--- src/rtl/mux4_rr_arbiter.sv ---
// mux4_rr_arbiter: round-robin arbiter driving a shared 4:1 mux, with a bounded grant hold time.
// Optional grant lock input is enabled by defining MUX4_ARB_LOCK_EN.
module mux4_rr_arbiter #(
    parameter int MAX_HOLD = 4,
    parameter int CNT_W    = 4
) (
    input  logic       clk,
    input  logic       reset,
    input  logic [3:0] req,
    input  logic [3:0] x,
`ifdef MUX4_ARB_LOCK_EN
    input  logic       lock,
`endif
    output logic [3:0] gnt,
    output logic [1:0] sel,
    output logic       busy,
    output logic       y
);
    typedef enum logic {IDLE, GRANT} state_t;
    state_t           r_state;
    logic [3:0]       r_gnt;
    logic [1:0]       r_sel;
    logic [1:0]       r_last;
    logic             r_busy;
    logic [CNT_W-1:0] r_cnt;
    logic [1:0]       w_win;
    logic             w_lock;
    logic             w_max;
    logic             w_others;
    logic             w_take;
`ifdef MUX4_ARB_LOCK_EN
    assign w_lock = lock;
`else
    assign w_lock = 1'b0;
`endif
    // Scan from farthest to nearest so the nearest requester after r_last wins.
    always_comb begin
        w_win = r_last;
        for (int i = 3; i >= 0; i--)
            if (req[r_last + 2'(i + 1)]) w_win = r_last + 2'(i + 1);
    end
    assign w_max    = r_cnt == CNT_W'(MAX_HOLD);
    assign w_others = |(req & ~r_gnt);
    assign w_take   = (r_state == IDLE) ? |req :
                      !req[r_sel]       ? |req :
                      (w_max && w_others && !w_lock);
    always_ff @(posedge clk) begin
        if (reset) begin
            r_state <= IDLE;
            r_gnt   <= 4'b0000;
            r_sel   <= 2'd0;
            r_busy  <= 1'b0;
            r_last  <= 2'd3;
            r_cnt   <= '0;
        end else if (w_take) begin
            r_state <= GRANT;
            r_gnt   <= 4'b0001 << w_win;
            r_sel   <= w_win;
            r_busy  <= 1'b1;
            r_last  <= w_win;
            r_cnt   <= CNT_W'(1);
        end else if (r_state == GRANT && !req[r_sel]) begin
            r_state <= IDLE;
            r_gnt   <= 4'b0000;
            r_busy  <= 1'b0;
        end else if (r_state == GRANT && !w_max) begin
            r_cnt   <= r_cnt + CNT_W'(1);
        end
    end
    assign gnt  = r_gnt;
    assign sel  = r_sel;
    assign busy = r_busy;
    assign y    = r_busy ? x[r_sel] : 1'b0;
endmodule

--- config.mk ---
export PLATFORM = sky130hd
export DESIGN_NAME = mux4_rr_arbiter
export DESIGN_NICKNAME = d
export VERILOG_FILES = /design/src/rtl/mux4_rr_arbiter.sv
export SDC_FILE = /design/constraint.sdc
export NUM_CORES = 1
export LEC_CHECK = 0
export CAP_MARGIN = 0
export CORE_AREA = 2 2 43 45
export CTS_CLUSTER_DIAMETER = 30
export CTS_CLUSTER_SIZE = 10
export DETAILED_ROUTE_END_ITERATION = 6
export DIE_AREA = 0 0 45 47
export HOLD_SLACK_MARGIN = 0.03
export PLACE_DENSITY = 0.81
export SYNTH_ARGS = -nofsm -noshare
export SYNTH_HDL_FRONTEND = slang
export SYNTH_SLANG_ARGS = --single-unit
--- constraint.sdc ---
create_clock -name clk -period 2.34 [get_ports clk]
set_clock_uncertainty 0.15 [all_clocks]
set_input_delay 0.234 -clock clk [delete_from_list [all_inputs] [get_ports clk]]
set_output_delay 0.234 -clock clk [all_outputs]
set_load 0.02 [all_outputs]
==> flow_metrics.py <==
metrics = {
    "route": {
        "antenna_left": 0,
        "via_count": 719,
        "wl_per_cell_um": 12.4,
        "via_per_inst": 5.66,
        "drc_errors": 0,
        "dr.pass1.iters": 5,
        "first_iter_violations": 16,
        "drt_wl_total_um": 1580,
    },
    "timing": {
        "rsz0062_at_grt": "no",
        "max_freq_mhz": 449,
        "hold_viol_final": 0,
        "finalMaxSlewViolations": 0,
        "finalSetupTns_ns": 0,
        "finalCriticalPeriod_ns": 2.23,
        "tightestPinTransition_ns": 0.552,
        "slew_headroom_pct": 63.0,
        "setup_violations": 0,
        "timing.final.crit_share_pct": 95.2,
    },
    "synthesis": {
        "yosysMostFrequentCell": "dfxtp_1",
        "synthTopCellsByCount": "dfxtp_1, nor2_1, nand2_1, nand2b_1",
        "synth_top_area_share_pct": 34.8,
        "ys_seq_elements": 13,
        "yosys.area.top_type": "dfxtp_1",
        "syn_avg_cell_area_um2": 8.41,
        "syn-num-nets": 101,
        "ys_warn_count": 0,
        "synthArstFlopShare_pct": 0,
        "yosys_most_used_dff": "dfxtp_1",
        "yosysUniqueCellTypes": 35,
        "synth_edf_count": 0,
        "ys_seq_area_share_pct": 34.8,
        "synth_area_leaders": "dfxtp_1, mux2i_1, nand2b_1, nor2_1, nand2_1",
        "synth_area_um2": 748,
        "syn_inst": 89,
    },
    "layout": {
        "filler_cell_count": 156,
        "area_growth_syn_to_layout_pct": 30.6,
        "antenna_cells": 0,
        "layout-drive-gt1-share_pct": 10.0,
        "post-route-util_pct": 59.2,
        "nNetsFinal": 123,
    },
    "power_and_ir_drop": {
        "ir_drop_v": 0.000372,
        "leakage_nw": 0.371,
        "p_comb_share_pct": 35.0,
        "switching_share_pct": 33.0,
        "p_clk_share_pct": 21.4,
        "p_int_w": 0.000431,
        "p_sw_w": 0.000212,
        "power_density_nw_per_um2": 658,
        "p_seq_share_pct": 43.6,
    },
    "floorplan": {
        "std_cell_rows": 15,
        "die_w_um": 45,
        "initial_core_util_pct": 45.3,
        "core_region_area_um2": 1650,
        "io_pins": 18,
        "die-area_um2": 2120,
        "die_h_um": 47,
    },
    "worst_setup_path": {
        "crit_path_start_kind": "flip-flop",
        "r2r_setup_slack_ns": 0.39,
        "r2r-end": "sel[1]",
        "cp_max_fo": 6,
        "cp.arrival_ns": 1.84,
        "end_kind": "primary output",
        "crit_type": "flip-flop to primary output",
        "r2r_start": "sel[1]",
        "worstPathRequired_ns": 1.96,
        "critPathCapture": "y",
        "cp-startpoint": "sel[0]",
        "ff2ff_path_depth": 6,
    },
    "place": {
        "gp_congestion": 0.730,
        "dp_hpwl_um": 1230,
        "io_buffer_count": 17,
    },
    "job": {
        "maxCapViolCount": 0,
    },
    "clock_tree": {
        "worst_skew_pair.late_latency_ns": 0.27,
        "cts.sinks": 13,
        "h-tree-depth": 1,
        "cts_made_buffers": 3,
        "clock_path_buffers": 2,
        "postCtsSetupBuffers": 0,
        "root_buffer": "clkbuf_4",
        "cts_tree": "built",
        "clkTransAtPathRegs_ns": 0.08,
    },
    "outcome": {
        "outcome": "finished clean",
    },
    "worst_hold_path": {
        "min_path_type": "flip-flop to flip-flop",
    },
    "global_route": {
        "first_global_vias": 675,
        "grt_max_degree": 12,
        "antenna_found_initial": 0,
        "grt.total_usage_pct": 17.9,
        "gr-total-overflow": 0,
        "grt_pass1_wl_um": 2770,
    },
}
stage by stage:
| stage | cell area (um^2) | worst slack [ns] | cells | hold WS, ns | total power (W) |
|---|---|---|---|---|---|
| 2_1_floorplan | 748 | 0.577 | 89 | 0.235 | 0.000422 |
| 3_3_place_gp | 950 | 0.183 | 123 | 0.306 | 0.000505 |
| 3_5_place_dp | 950 | 0.105 | 123 | 0.311 | 0.000509 |
| 4_1_cts | 976 | 0.0164 | 127 | 0.324 | 0.000645 |
| 5_1_grt | 977 | 0.0434 | 127 | 0.351 | 0.000684 |
| 6_report | 977 | 0.112 | 127 | 0.321 | 0.000643 |
metal layers:
layer / vias up / part of all wire [%] / track usage [%]
li1: 360 / - / -
met1: 329 / 46 / 21.5
met2: 26 / 46 / 31.7
met3: 4 / 6.6 / 2.31
met4: 0 / 1.5 / 8.82
met5: - / 0 / 0
state kept, by name, summed over array words and instances (netlist names):
register and count:
gnt 4, r_cnt 4, r_last 2, sel 2
busy 1
repair_timing:
action,in CTS,in global routing
hold buffers,0,0
setup endpoints to repair,0,1
resized for setup,0,1
power groups by stage:
| stage | Sequential [W] | Clock, W | Combinational [W] |
|---|---|---|---|
| after CTS | 0.000280 | 0.000140 | 0.000225 |
| after global routing | 0.000286 | 0.000151 | 0.000248 |
| after detailed placement | 0.000285 | 0 | 0.000224 |
| after global placement | 0.000283 | 0 | 0.000221 |
| after floorplan | 0.000293 | 0 | 0.000129 |
| final | 0.000280 | 0.000138 | 0.000225 |
placed cells by master, fill, tap and decap left out, drive strengths merged, types with 4 or more instances in the layout:
cell	netlist	routed
a21oi	6	6
clkbuf	2	4
clkdlybuf4s50	0	17
dfxtp	13	13
mux2i	5	5
nand2	8	8
nand2b	7	7
nor2	10	10
o21ai	4	4
how the worst min path moves through the flow:
stage / start / to / depth (start not counted)
floorplan: req[3] / busy / 2
global placement: gnt[2] / gnt[2] / 2
detailed placement: gnt[2] / gnt[2] / 2
CTS: gnt[2] / gnt[2] / 2
global route: gnt[1] / gnt[1] / 2
finish: gnt[2] / gnt[2] / 2
worst max-delay path, cell delays in order (launching register included):
cell             delay, ns
dfxtp_2               0.39
mux4_2                0.50
and2_1                0.16
clkdlybuf4s50_1       0.52
logic make-up (layout without fill, tap and decap cells):
logic type,after synthesis,after routing,synth area share [%]
DFF,13,13,34.8
xor gates and xnor gates,1,1,1.17
buffers and inverters,5,26,2.68
AOI/OAI and AO/OA,19,19,17.2
and+or+nand+nor,42,42,29.6
muxes,7,7,11.2
adders and majority gates,2,2,3.34
final cells by class:
| type | count | area [um^2] | area share [%] |
|---|---|---|---|
| inverter | 2 | 7.51 | 0.768 |
| clock buffer | 4 | 26.3 | 2.69 |
| timing repair buffer | 20 | 193 | 19.7 |
| sequential | 13 | 262 | 26.8 |
| tap | 17 | 21.3 | 2.18 |
| multi-input combinational | 71 | 468 | 47.9 |
No activity file was read; power rests on OpenSTA's default activity.
